`src/rtl/brisc_pkg.sv`:
```
// Core-wide constants shared by the fetch/decode blocks.
package brisc_pkg;
  localparam int REG_LEN = 32;
  localparam logic [REG_LEN-1:0] PC_BOOT = '0;
endpackage

```
`src/rtl/fetch_buffer_if.sv`:
```
// Fetch-to-decode handshake bundle: enqueue side (in_*) and dequeue side (out_*).
interface fetch_buffer_if #(
  parameter int PW = brisc_pkg::REG_LEN,
  parameter int IW = 32
);
  logic          in_valid;
  logic          in_ready;
  logic [PW-1:0] in_pc;
  logic [IW-1:0] in_instr;
  logic          out_valid;
  logic          out_ready;
  logic [PW-1:0] out_pc;
  logic [IW-1:0] out_instr;

  modport master (
    output in_valid, in_pc, in_instr, out_ready,
    input  in_ready, out_valid, out_pc, out_instr
  );

  modport slave (
    input  in_valid, in_pc, in_instr, out_ready,
    output in_ready, out_valid, out_pc, out_instr
  );
endinterface

```
`src/rtl/fetch_buffer.sv`:
```
// In-order {pc, instr} queue between fetch and decode; flush empties it.
// Latency 1 cycle push-to-head; FETCH_BUF_BYPASS_EN adds a 0-cycle path when empty.
// in_ready = !full (no pass-through when full); fetch_enable drops SLACK entries early.
module fetch_buffer #(
  parameter int DEPTH = 4,
  parameter int SLACK = 1,
  parameter int ILEN  = 32,
  localparam int CW   = $clog2(DEPTH + 1)
) (
  input  logic           clk,
  input  logic           rst,
  input  logic           flush,
  fetch_buffer_if.slave  fb,
  output logic           fetch_enable,
  output logic [CW-1:0]  count
);
  localparam int PTR_W = $clog2(DEPTH);

  typedef struct packed {
    logic [brisc_pkg::REG_LEN-1:0] pc;
    logic [ILEN-1:0]               instr;
  } entry_t;

  entry_t           mem [DEPTH];
  entry_t           head;
  logic [PTR_W-1:0] wr_ptr;
  logic [PTR_W-1:0] rd_ptr;
  logic             full;
  logic             empty;
  logic             wr_en;
  logic             rd_en;

  always_comb begin
    full         = (count == CW'(DEPTH));
    empty        = (count == '0);
    head         = mem[rd_ptr];
    fb.in_ready  = !full;
    fb.out_valid = !empty;
    fb.out_pc    = head.pc;
    fb.out_instr = head.instr;
    wr_en        = fb.in_valid && !full;
    rd_en        = !empty && fb.out_ready;
`ifdef FETCH_BUF_BYPASS_EN
    // Empty queue: present the incoming word directly; skip the write if decode takes it.
    if (empty && fb.in_valid && !flush && !rst) begin
      fb.out_valid = 1'b1;
      fb.out_pc    = fb.in_pc;
      fb.out_instr = fb.in_instr;
      if (fb.out_ready) wr_en = 1'b0;
    end
`endif
    fetch_enable = flush || (count < CW'(DEPTH - SLACK));
  end

  always_ff @(posedge clk) begin
    if (rst) begin
      for (int i = 0; i < DEPTH; i++) mem[i] <= '0;
      wr_ptr <= '0;
      rd_ptr <= '0;
      count  <= '0;
    end else if (flush) begin
      // Any push this cycle is wrong-path; a pop this cycle was already taken by decode.
      wr_ptr <= '0;
      rd_ptr <= '0;
      count  <= '0;
    end else begin
      if (wr_en) begin
        mem[wr_ptr] <= '{pc: fb.in_pc, instr: fb.in_instr};
        wr_ptr      <= wr_ptr + 1'b1;
      end
      if (rd_en) rd_ptr <= rd_ptr + 1'b1;
      case ({wr_en, rd_en})
        2'b10:   count <= count + 1'b1;
        2'b01:   count <= count - 1'b1;
        default: count <= count;
      endcase
    end
  end
endmodule

```
`src/flat_wrapper.sv`:
```
// flat-port wrapper written by rule: the top's interface ports become plain ports
module fetch_buffer_flat 
#(
  parameter int DEPTH = 4,
  parameter int SLACK = 1,
  parameter int ILEN  = 32,
  localparam int CW   = $clog2(DEPTH + 1)
)
  (clk, rst, flush, fetch_enable, count, fb_in_valid, fb_in_pc, fb_in_instr, fb_out_ready, fb_in_ready, fb_out_valid, fb_out_pc, fb_out_instr);
  fetch_buffer_if #(.PW((brisc_pkg::REG_LEN)), .IW(ILEN)) fb_i ();
  input  logic clk;
  input  logic rst;
  input  logic flush;
  output logic fetch_enable;
  output logic [CW-1:0] count;
  input wire logic [$bits(fb_i.in_valid)-1:0] fb_in_valid;
  input wire logic [$bits(fb_i.in_pc)-1:0] fb_in_pc;
  input wire logic [$bits(fb_i.in_instr)-1:0] fb_in_instr;
  input wire logic [$bits(fb_i.out_ready)-1:0] fb_out_ready;
  output wire logic [$bits(fb_i.in_ready)-1:0] fb_in_ready;
  output wire logic [$bits(fb_i.out_valid)-1:0] fb_out_valid;
  output wire logic [$bits(fb_i.out_pc)-1:0] fb_out_pc;
  output wire logic [$bits(fb_i.out_instr)-1:0] fb_out_instr;
  assign fb_i.in_valid = fb_in_valid;
  assign fb_i.in_pc = fb_in_pc;
  assign fb_i.in_instr = fb_in_instr;
  assign fb_i.out_ready = fb_out_ready;
  assign fb_in_ready = fb_i.in_ready;
  assign fb_out_valid = fb_i.out_valid;
  assign fb_out_pc = fb_i.out_pc;
  assign fb_out_instr = fb_i.out_instr;
  fetch_buffer #(.DEPTH(DEPTH), .SLACK(SLACK), .ILEN(ILEN)) u_core (.clk(clk), .rst(rst), .flush(flush), .fb(fb_i), .fetch_enable(fetch_enable), .count(count));
endmodule
```
`config.mk`:
```
export PLATFORM = sky130hd
export DESIGN_NAME = fetch_buffer_flat
export DESIGN_NICKNAME = d
export VERILOG_FILES = /design/src/rtl/brisc_pkg.sv /design/src/rtl/fetch_buffer_if.sv /design/src/rtl/fetch_buffer.sv /design/src/flat_wrapper.sv
export SDC_FILE = /design/constraint.sdc
export NUM_CORES = 1
export LEC_CHECK = 0
export ABC_AREA = 1
export BUFFER_PORTS_ARGS = -buffer_cell sky130_fd_sc_hd__buf_2
export CAP_MARGIN = 5
export CORE_ASPECT_RATIO = 0.6
export CORE_UTILIZATION = 58
export CTS_BUF_LIST = sky130_fd_sc_hd__clkbuf_8 sky130_fd_sc_hd__clkbuf_16
export CTS_CLUSTER_SIZE = 16
export DETAILED_ROUTE_END_ITERATION = 8
export PLACE_DENSITY = 0.8
export SLEW_MARGIN = 15
export SYNTH_ARGS = -nofsm -noshare
export SYNTH_HDL_FRONTEND = slang
export SYNTH_SLANG_ARGS = --single-unit
```
`constraint.sdc`:
```
create_clock -name clk -period 9.4 [get_ports clk]
set_input_delay 1.88 -clock clk [delete_from_list [all_inputs] [get_ports clk]]
set_output_delay 1.88 -clock clk [all_outputs]
set_load 0.01 [all_outputs]
```
### Yosys cells after proc, flatten, opt, wreduce, memory -nomap -nowiden

Memories as Yosys holds them, arrays and structs flattened. A register that Yosys moved wholly into a read port is not among the register bits.
Index checks and enable logic that the tools add are counted.

* order comparisons: 1
* add/subtract/negate cells: 4
* equal/unequal tests: 3
* mux-type cells: 12
* reduce and logical (&&, ||, !) cells: 9

Operators with widths (count)
* 64-bit two-way mux: 1
* 64-bit OR reduction: 1
* 1-bit two-way mux: 7
* 2-bit two-way mux: 3
* 3-bit case mux with 2 select lines: 1
* 2-bit by 1-bit adder with 2-bit output (second input constant): 2
* 3-bit by 1-bit adder with 3-bit output (second input constant): 1
* 3-bit == test (second input constant): 1
* 3-bit logical NOT: 1
* 3-bit by 2-bit < comparator with 1-bit output (second input constant): 1
* 3-bit by 1-bit subtractor with 3-bit output (second input constant): 1
* 2-bit by 1-bit == test with 1-bit output (second input constant): 1
* 2-bit == test (second input constant): 1
* 1-bit logical AND: 2
* 1-bit logical NOT: 2
* 2-bit nonzero test: 1
* 2-bit OR reduction: 1
* 1-bit logical OR: 1

* memory bits (writable): 256
* output and inout bits: 70
* logic and storage cells: 33
* flip-flop bits (word level): 7
* memories kept: 1

Memory list
* u_core.mem: words 4, bits a word 64, rd ports 1, clocked after memory_dff 1, wr ports 4, RTL line fetch_buffer.sv:24 `entry_t mem [DEPTH];`

### Logic depth before layout (Yosys ltp)

Gate-level depths: netlist of the first run.

* word-level depth: 9
* gate-level depth with buffers: 13
* depth with buffers taken out: 13

### Least setup slack after synthesis of the first run

No wires, ideal clock.

* kind: input-to-reg
* from: input port fb_in_valid
* to: memory u_core.mem[0][0] (netlist name) (enable)
* path buffers: 2
* arrival: 6.939 ns
* stages on the path: 4
* setup slack: 1.887 ns
* library setup time: 0.574 ns
* path through: clkbuf_1 nand4_1 buf_2 o21ai_0

RTL lines
* start: declaration: RTL line flat_wrapper.sv:16 `input wire logic [$bits(fb_i.in_valid)-1:0] fb_in_valid;`
* end: declaration: RTL line fetch_buffer.sv:24

==> results of run 1 <==
-- power by group through the flow --
| stage | Clock [mW] | Sequential, mW | Combinational [mW] |
|---|---|---|---|
| floorplan | 0 | 1.40 | 0.114 |
| detailed placement | 0 | 1.41 | 0.188 |
| global route | 0.977 | 1.39 | 0.207 |
| CTS | 0.927 | 1.38 | 0.189 |
| global placement | 0 | 1.40 | 0.185 |
| finish | 0.925 | 1.38 | 0.190 |
-- layout by cell type (no fill, tap or decap), types with 2 or more instances in the layout --
cell type,n
a21oi_1,6
buf_2,138
buf_4,9
clkbuf_16,25
clkinv_1,8
clkinv_2,4
dfxtp_1,6
dfxtp_4,2
edfxtp_1,256
inv_1,82
inv_2,3
nand2_1,17
nand2_4,2
nand3_1,6
nand4_1,3
nor2_1,265
nor3_1,125
o21ai_0,131
o22ai_1,64
-- layer usage --
| layer | up-vias | global-route usage |
|---|---|---|
| li1 | 3884 | - |
| met1 | 3990 | 0.395 |
| met2 | 464 | 0.421 |
| met3 | 42 | 0.0572 |
| met4 | 0 | 0.0633 |
| met5 | - | 0 |
-- cell families (layout without fill, tap and decap cells) --
logic type,count (synthesis),after routing,synth area share
compound gates,202,202,0.0955
fa+ha+maj,2,2,0.00285
buf+inv,165,272,0.0587
flops,265,265,0.688
simple gates,421,421,0.155
-- per-stage QoR --
step	area, µm²	setup WS, ns
global placement	12200	5.09
finish	12900	4.63
CTS	12900	4.65
floorplan	11400	1.89
detailed placement	12200	5.05
global route	12900	4.44
-- worst max-delay path: stages, from the launching register on --
cell and delay, ns:
dfxtp_4 0.46, inv_4 0.29, buf_4 0.81, o21ai_0 0.22, o22ai_1 0.33, buf_2 0.20
-- flip-flops by register name, indices dropped and copies added, names as in the netlist, named ones only --
register and count:
u_core.rd_ptr 2, u_core.count 3, u_core.mem 256, u_core.wr_ptr 2
-- worst max path at each step --
stage                startpoint                end  depth (start not counted)
floorplan           fb_in_valid   u_core.mem[0][0]                          4
global placement          flush  u_core.mem[3][28]                          7
detailed placement        flush  u_core.mem[3][27]                          7
CTS                    register       fb_out_pc[5]                          5
global route           register       fb_out_pc[7]                          5
finish                 register       fb_out_pc[5]                          5
-- cell type report --
cell class,instances,area share
Timing Repair Buffer,147,0.0586
Clock buffer,25,0.0484
Tap cell,266,0.0257
Multi-Input combinational cell,625,0.226
Clock inverter,18,0.00793
Sequential cell,265,0.609
Inverter,82,0.0241
==> flow_metrics.env, run 1 <==
export IMPL_min_period_over_period=0.508
export IMPL_timing_setup_critical_path_class="reg2out"
export IMPL_total_routed_wirelength_um=27500
export IMPL_final_nets=1216
export IMPL_final_antenna_net_count=0
export IMPL_yosys_register_bits=265
export IMPL_worst_clock_skew_ns=0.0125
export IMPL_port_buffer_count=138
export IMPL_achievable_frequency_mhz=210
export IMPL_hold_end="u_core.wr_ptr[1]"
export IMPL_worst_setup_path_end_kind="primary output"
export IMPL_setup_tns_ns=0
export IMPL_cts_tree="yes"
export IMPL_initial_core_util=0.596
export IMPL_design_die_area_um2=20300
export IMPL_maximum_number_of_pins_on_one_net_before_global_route_repair=99
export IMPL_synth_top_cells_by_count="nor2_1 (265), edfxtp_1 (256), o21ai_0 (132)"
export IMPL_total_power_mw=2.50
export IMPL_fin_hold_viols=0
export IMPL_synth_main_ff_cell="edfxtp_1"
export IMPL_highest_signal_layer="met4"
export IMPL_synth_area_leaders="edfxtp_1 (67%), nor2_1 (8.7%), o21ai_0 (5.8%)"
export IMPL_finalNonFillerCells=1428
export IMPL_layout_drive_gt1_share=0.164
export IMPL_syn_area_per_cell_um2=10.8
export IMPL_cts_post_setup_buffers_inserted=0
export IMPL_netSwitchingPower_mw=0.576
export IMPL_grt_ovfl_total=0
export IMPL_timing_reg2reg_setup_slack_ns=6.41
export IMPL_fill_cells=1469
export IMPL_routed_via_density=5.87
export IMPL_ctsResizeCount=0
export IMPL_asyncSetResetFlopFracSynth=0
export IMPL_layout_area_overhead_vs_synth_pct=13.1
export IMPL_route_met3_wl_um=2740
export IMPL_critical_path_reg2reg_startpoint="u_core.count[0]"
export IMPL_design_core_area_um2=19200
export IMPL_synth_edf_count=256
export IMPL_clkSinkCount=265
export IMPL_critical_path_peak_fanout=98
export IMPL_synth_top_area_share=0.673
export IMPL_hold_worst_slack_ns=0.495
export IMPL_diodes=0
export IMPL_worst_slew_margin_rel=0.241
export IMPL_detailroute_via_count=8380
export IMPL_wl_met1_um=11600
export IMPL_endpoint_required_time_on_the_critical_path_ns=7.52
export IMPL_grt_pass1_vias=8082
export IMPL_die_width_um=183
export IMPL_drcViolationCount=0
export IMPL_syn_nets=1126
export IMPL_top_count_cell_post_synth="nor2_1"
export IMPL_finalSetupViolCount=0
export IMPL_hold_start="u_core.wr_ptr[1]"
export IMPL_track_usage=0.271
export IMPL_drt_pass1_iter_count=5
export IMPL_avgRoutedWirePerCell_um=19.3
export IMPL_ctsHoldBuffers=0
export IMPL_clock_tree_buffer_depth=3
export IMPL_top_level_ports=139
export IMPL_row_count=39
export IMPL_number_of_drc_markers_in_iteration_0=1062
export IMPL_status="finished clean"
export IMPL_post_route_min_period_ns=4.77
export IMPL_hold_path_class="reg2reg"
export IMPL_worst_slew_pin_slew_ns=1.14
export IMPL_synth_largest_area_cell="edfxtp_1"
export IMPL_multi_input_area_um2=2930
export IMPL_crit_path_start_kind="register"
export IMPL_yosys_cell_types=21
export IMPL_cts_root_buf="clkbuf_16"
export IMPL_mappedNetlistArea_um2=11400
export IMPL_setup_repair_after_global_routing_missed_its_margin="no"
export IMPL_htreeDepth=1
export IMPL_proportion_of_synthesized_chip_area_in_sequential_cells=0.688
export IMPL_grt_pass1_wl_um=42700
export IMPL_final_core_util=0.674
export IMPL_maxSlewViolCount=0
export IMPL_internal_power_mw=1.92
export IMPL_data_arrival_time_at_the_worst_slack_endpoint_ns=2.89
export IMPL_reg2reg_depth=7
export IMPL_antenna_found_initial=0
export IMPL_cts_inserted_buffers=24
export IMPL_power_share_clock=0.371
export IMPL_ir_worst_vdd_uv=120
export IMPL_clock_latency_ns=0.51
export IMPL_power_switching_fraction=0.231
export IMPL_holdPathStages=2
export IMPL_area_sequential_um2=7880
export IMPL_dp_cells=1385
export IMPL_combinationalPowerShare=0.076
export IMPL_syn_instance_count=1055
export IMPL_gp_congestion=0.822
export IMPL_p_leak_nw=5.13
export IMPL_cts_reportedPaths_clkPinSlew_ns=0.07
export IMPL_die_h_um=111
export IMPL_maxCapViolCount=0
export IMPL_ys_warn_count=0
export IMPL_dpl_hpwl_um=14100
export IMPL_seq_power_share=0.553
export IMPL_crit_reg2reg_capture="u_core.mem[3][40]"
export IMPL_power_per_cell_area_nw_per_um2=193
export IMPL_wl_met2_um=12700
(Power assumes the default switching activity.)
==> run 2, diff against run 1 <==
- clock period: 9.4 -> 4.6 ns (I/O delays scaled with it)
==> run 2 against run 1 <==
Net effect: highest routed layer unchanged; sequential cell count unchanged; clock power up 120%; clock skew rose by 0.0036 ns; setup slack worse by 3.7 ns; global-route usage is 0.48 points higher; worst hold slack gained 0.0013 ns; sequential power up 100%.
==> flow_metrics.env, run 2 (synthesized netlist as in run 1, its figures left out) <==
export IMPL_status="finished clean"
export IMPL_crit_path_start_kind="register"
export IMPL_timing_setup_critical_path_class="reg2out"
export IMPL_cts_tree="yes"
export IMPL_achievable_frequency_mhz=270
export IMPL_fin_hold_viols=0
export IMPL_min_period_over_period=0.804
export IMPL_final_common_cell="nor2_1"
export IMPL_diodes=0
export IMPL_worst_clock_skew_ns=0.0161
export IMPL_track_usage=0.276
export IMPL_highest_signal_layer="met4"
export IMPL_maxCapViolCount=0
export IMPL_hold_path_class="reg2reg"
export IMPL_power_per_cell_area_nw_per_um2=400
export IMPL_finalSetupViolCount=0
export IMPL_clock_tree_buffer_depth=3
export IMPL_grt_pass1_wl_um=43100
export IMPL_final_antenna_net_count=0
export IMPL_maximum_number_of_pins_on_one_net_before_global_route_repair=118
export IMPL_setup_tns_ns=0
export IMPL_number_of_drc_markers_in_iteration_0=1047
export IMPL_antenna_found_initial=0
export IMPL_top_level_ports=139
export IMPL_p_leak_nw=5.18
export IMPL_gp_congestion=0.819
export IMPL_finalNonFillerCells=1429
export IMPL_data_arrival_time_at_the_worst_slack_endpoint_ns=2.78
export IMPL_dp_cells=1387
export IMPL_die_width_um=183
export IMPL_routed_via_density=5.85
export IMPL_cts_post_setup_buffers_inserted=0
export IMPL_total_routed_wirelength_um=27400
export IMPL_grt_pass1_vias=7966
export IMPL_wl_met1_um=12000
export IMPL_maxSlewViolCount=0
export IMPL_ir_worst_vdd_uv=237
export IMPL_cts_root_buf="clkbuf_16"
export IMPL_ctsHoldBuffers=0
export IMPL_cts_reportedPaths_clkPinSlew_ns=0.08
export IMPL_layout_drive_gt1_share=0.170
export IMPL_layout_cells_most_common_list="nor2_1 (265), edfxtp_1 (256), buf_2 (138)"
export IMPL_worst_slew_margin_rel=0.229
export IMPL_reg_largest_list="u_core.mem (256), u_core.count (3)"
export IMPL_port_buffer_count=138
export IMPL_wl_met2_um=12000
export IMPL_setup_repair_after_global_routing_missed_its_margin="no"
export IMPL_clkSinkCount=265
export IMPL_max_flop_register="u_core.mem"
export IMPL_endpoint_required_time_on_the_critical_path_ns=3.68
export IMPL_drcViolationCount=0
export IMPL_clock_latency_ns=0.52
export IMPL_worst_setup_path_end_kind="primary output"
export IMPL_final_nets=1218
export IMPL_layout_area_overhead_vs_synth_pct=14.0
export IMPL_initial_core_util=0.596
export IMPL_grt_ovfl_total=0
export IMPL_dpl_hpwl_um=14600
export IMPL_die_h_um=111
export IMPL_largest_register_ff_count=256
export IMPL_route_met3_wl_um=2980
export IMPL_post_route_min_period_ns=3.70
export IMPL_ctsResizeCount=0
export IMPL_critical_path_peak_fanout=70
export IMPL_worst_slew_pin_slew_ns=1.15
export IMPL_design_core_area_um2=19200
export IMPL_avgRoutedWirePerCell_um=19.2
export IMPL_drt_pass1_iter_count=5
export IMPL_row_count=39
export IMPL_htreeDepth=1
export IMPL_design_die_area_um2=20300
export IMPL_detailroute_via_count=8365
export IMPL_cts_inserted_buffers=24
[run 2: changes by cell type in the layout (fill, tap and decap cells not counted), sizes merged]
cell / delta
clkbuf: +2
buf: +2
clkinv: -3
bufinv: +1
inv: -1
[run 2: area by class of cell]
type                       instances  area [µm²]
clock buffer                      27         653
clock inverter                    15         123
fill                            1411        6150
inverter                          82         310
multi-input combinational        625        2930
sequential                       265        7870
tap                              266         333
timing repair buffer             149         811
[run 2: report_power, final]
group / switching, mW / total [mW] / internal [mW]
clock: 0.864 / 1.99 / 1.13
sequential: 0.0392 / 2.81 / 2.77
combinational: 0.285 / 0.403 / 0.118
total: 1.19 / 5.21 / 4.02
[run 2: worst paths after layout]
check              startpoint                end  slack [ns]  cells after the start
max                  register       fb_out_pc[2]        0.90                      4
min reg2reg  u_core.wr_ptr[1]   u_core.wr_ptr[1]        0.50                      2
min          u_core.wr_ptr[1]   u_core.wr_ptr[1]        0.50                      2
max reg2reg   u_core.count[0]  u_core.mem[3][47]        1.84                      7
[run 2: through the flow]
step / power [mW] / worst slack [ns] / instance area (µm²) / hold slack, ns / utilization
after CTS: 5.20 / 0.889 / 13000 / 0.492 / 0.679
after global routing: 5.35 / 0.699 / 13000 / 0.523 / 0.679
after detailed placement: 3.26 / 1.41 / 12300 / 0.480 / 0.639
after floorplan: 3.09 / 1.01 / 11400 / 0.461 / -
final: 5.21 / 0.900 / 13000 / 0.496 / 0.679
after global placement: 3.25 / 1.46 / 12300 / 0.480 / 0.639
[run 2: critical path: stages (launching register included)]
cell,delay [ns]
dfxtp_4,0.74
buf_4,0.67
o21ai_0,0.23
o22ai_1,0.37
buf_2,0.20
[run 2: metal layers]
metal	GRT usage	vias up
met4	0.0667	0
met2	0.410	493
met1	0.421	3956
met5	0	-
li1	-	3883
met3	0.0549	33
==> run 3, diff against run 2 <==
- clock period: 4.6 -> 3.72 ns (I/O delays scaled with it)
==> run 3 against run 2 <==
Net effect: first-iteration DRC count down 4.5%; sequential power increased by 24%; global-route usage fell by 0.56 points; worst hold slack better by 0.0080 ns; clock skew shrank 0.0010 ns; non-clock buffer count increased by 8; die area did not move; setup slack got worse by 0.41 ns; sequential cell count did not move; utilization grew 0.29 points; routed wire length is 1.3% lower; register-to-register slack worse by 0.17 ns; highest routed layer unchanged.
==> flow_metrics.env, run 3 (synthesized netlist as in run 1, its figures left out) <==
export IMPL_reg_largest_list="u_core.mem (256), u_core.count (3)"
export IMPL_data_arrival_time_at_the_worst_slack_endpoint_ns=2.49
export IMPL_routed_via_density=5.84
export IMPL_final_nets=1226
export IMPL_clock_latency_ns=0.52
export IMPL_hold_path_class="reg2reg"
export IMPL_diodes=0
export IMPL_row_count=39
export IMPL_maximum_number_of_pins_on_one_net_before_global_route_repair=73
export IMPL_maxSlewViolCount=0
export IMPL_avgRoutedWirePerCell_um=18.8
export IMPL_design_core_area_um2=19200
export IMPL_largest_register_ff_count=256
export IMPL_track_usage=0.270
export IMPL_timing_setup_critical_path_class="reg2out"
export IMPL_layout_drive_gt1_share=0.171
export IMPL_endpoint_required_time_on_the_critical_path_ns=2.98
export IMPL_drcViolationCount=0
export IMPL_htreeDepth=1
export IMPL_antenna_found_initial=0
export IMPL_maxCapViolCount=0
export IMPL_cts_inserted_buffers=24
export IMPL_dpl_hpwl_um=14900
export IMPL_setup_ws_ns=0.487
export IMPL_grt_pass1_wl_um=42400
export IMPL_final_antenna_net_count=0
export IMPL_number_of_drc_markers_in_iteration_0=1000
export IMPL_cts_post_setup_buffers_inserted=0
export IMPL_p_leak_nw=5.23
export IMPL_die_h_um=111
export IMPL_setup_repair_after_global_routing_missed_its_margin="no"
export IMPL_detailroute_via_count=8402
export IMPL_top_level_ports=139
export IMPL_clkSinkCount=265
export IMPL_dp_cells=1395
export IMPL_setup_tns_ns=0
export IMPL_ctsHoldBuffers=0
export IMPL_worst_setup_path_end_kind="primary output"
export IMPL_total_routed_wirelength_um=27000
export IMPL_worst_slew_margin_rel=0.431
export IMPL_post_route_min_period_ns=3.23
export IMPL_timing_reg2reg_setup_slack_ns=1.67
export IMPL_ir_worst_vdd_uv=391
export IMPL_critical_path_peak_fanout=48
export IMPL_layout_cells_most_common_list="nor2_1 (265), edfxtp_1 (256), buf_2 (138)"
export IMPL_grt_pass1_vias=7878
export IMPL_final_common_cell="nor2_1"
export IMPL_power_per_cell_area_nw_per_um2=483
export IMPL_min_period_over_period=0.869
export IMPL_ctsResizeCount=0
export IMPL_finalSetupViolCount=0
export IMPL_cts_root_buf="clkbuf_16"
export IMPL_die_width_um=183
export IMPL_finalNonFillerCells=1439
export IMPL_status="finished clean"
export IMPL_gp_congestion=0.828
export IMPL_port_buffer_count=138
export IMPL_cts_tree="yes"
export IMPL_clock_tree_buffer_depth=3
export IMPL_layout_area_overhead_vs_synth_pct=14.5
export IMPL_design_die_area_um2=20300
export IMPL_worst_slew_pin_slew_ns=0.853
export IMPL_initial_core_util=0.596
export IMPL_cts_reportedPaths_clkPinSlew_ns=0.07
export IMPL_grt_ovfl_total=0
export IMPL_crit_path_start_kind="register"
export IMPL_drt_pass1_iter_count=5
export IMPL_max_flop_register="u_core.mem"
export IMPL_achievable_frequency_mhz=309
export IMPL_fin_hold_viols=0
export IMPL_worst_clock_skew_ns=0.0150
export IMPL_post_placement_setup_slack_ns=1.12
-- run 3: changes by cell type in the layout (fill, tap and decap cells not counted) --
| cell | delta |
|---|---|
| bufinv_16 | -1 |
| buf_12 | +3 |
| inv_1 | +7 |
| clkbuf_8 | -2 |
| clkinv_1 | +1 |
| clkinv_2 | -3 |
| buf_4 | +5 |
-- run 3: area by class of cell --
cell class,instances,area (µm²)
Multi-Input combinational cell,625,2930
Clock buffer,25,626
Inverter,82,310
Timing Repair Buffer,157,908
Clock inverter,19,108
Fill cell,1464,6090
Tap cell,266,333
Sequential cell,265,7870
-- run 3: power breakdown --
part / switching [mW] / internal (mW) / leakage [nW]
logic: 0.354 / 0.154 / 2.14
clock network: 1.05 / 1.28 / 0.393
registers: 0.0477 / 3.43 / 2.69
total: 1.45 / 4.86 / 5.23
-- run 3: final timing paths --
check                   start           endpoint  cells past startpoint
max                  register    fb_out_instr[5]                      4
min          u_core.rd_ptr[1]           register                      2
max reg2reg   u_core.count[0]  u_core.mem[0][34]                      5
min reg2reg  u_core.rd_ptr[1]           register                      2
-- run 3: metal layers --
| metal | global-route usage | vias up | share of wire |
|---|---|---|---|
| li1 | - | 3906 | - |
| met1 | 0.429 | 3992 | 0.44 |
| met2 | 0.396 | 461 | 0.44 |
| met3 | 0.0394 | 43 | 0.10 |
| met4 | 0.0600 | 0 | 0.018 |
| met5 | 0 | - | 0 |
-- run 3: critical path: stages, from the launching register on --
cell and delay [ns]:
dfxtp_4 0.60, buf_4 0.50, o21ai_0 0.17, o22ai_1 0.47, buf_2 0.23
-- run 3: through the flow --
| stage | instance area, µm² | power (mW) | util | hold slack (ns) |
|---|---|---|---|---|
| floorplan | 11400 | 3.82 | - | 0.461 |
| global route | 13100 | 6.49 | 0.682 | 0.517 |
| detailed placement | 12400 | 4.04 | 0.644 | 0.482 |
| CTS | 13100 | 6.32 | 0.682 | 0.500 |
| global placement | 12400 | 4.03 | 0.644 | 0.481 |
| finish | 13100 | 6.31 | 0.682 | 0.504 |
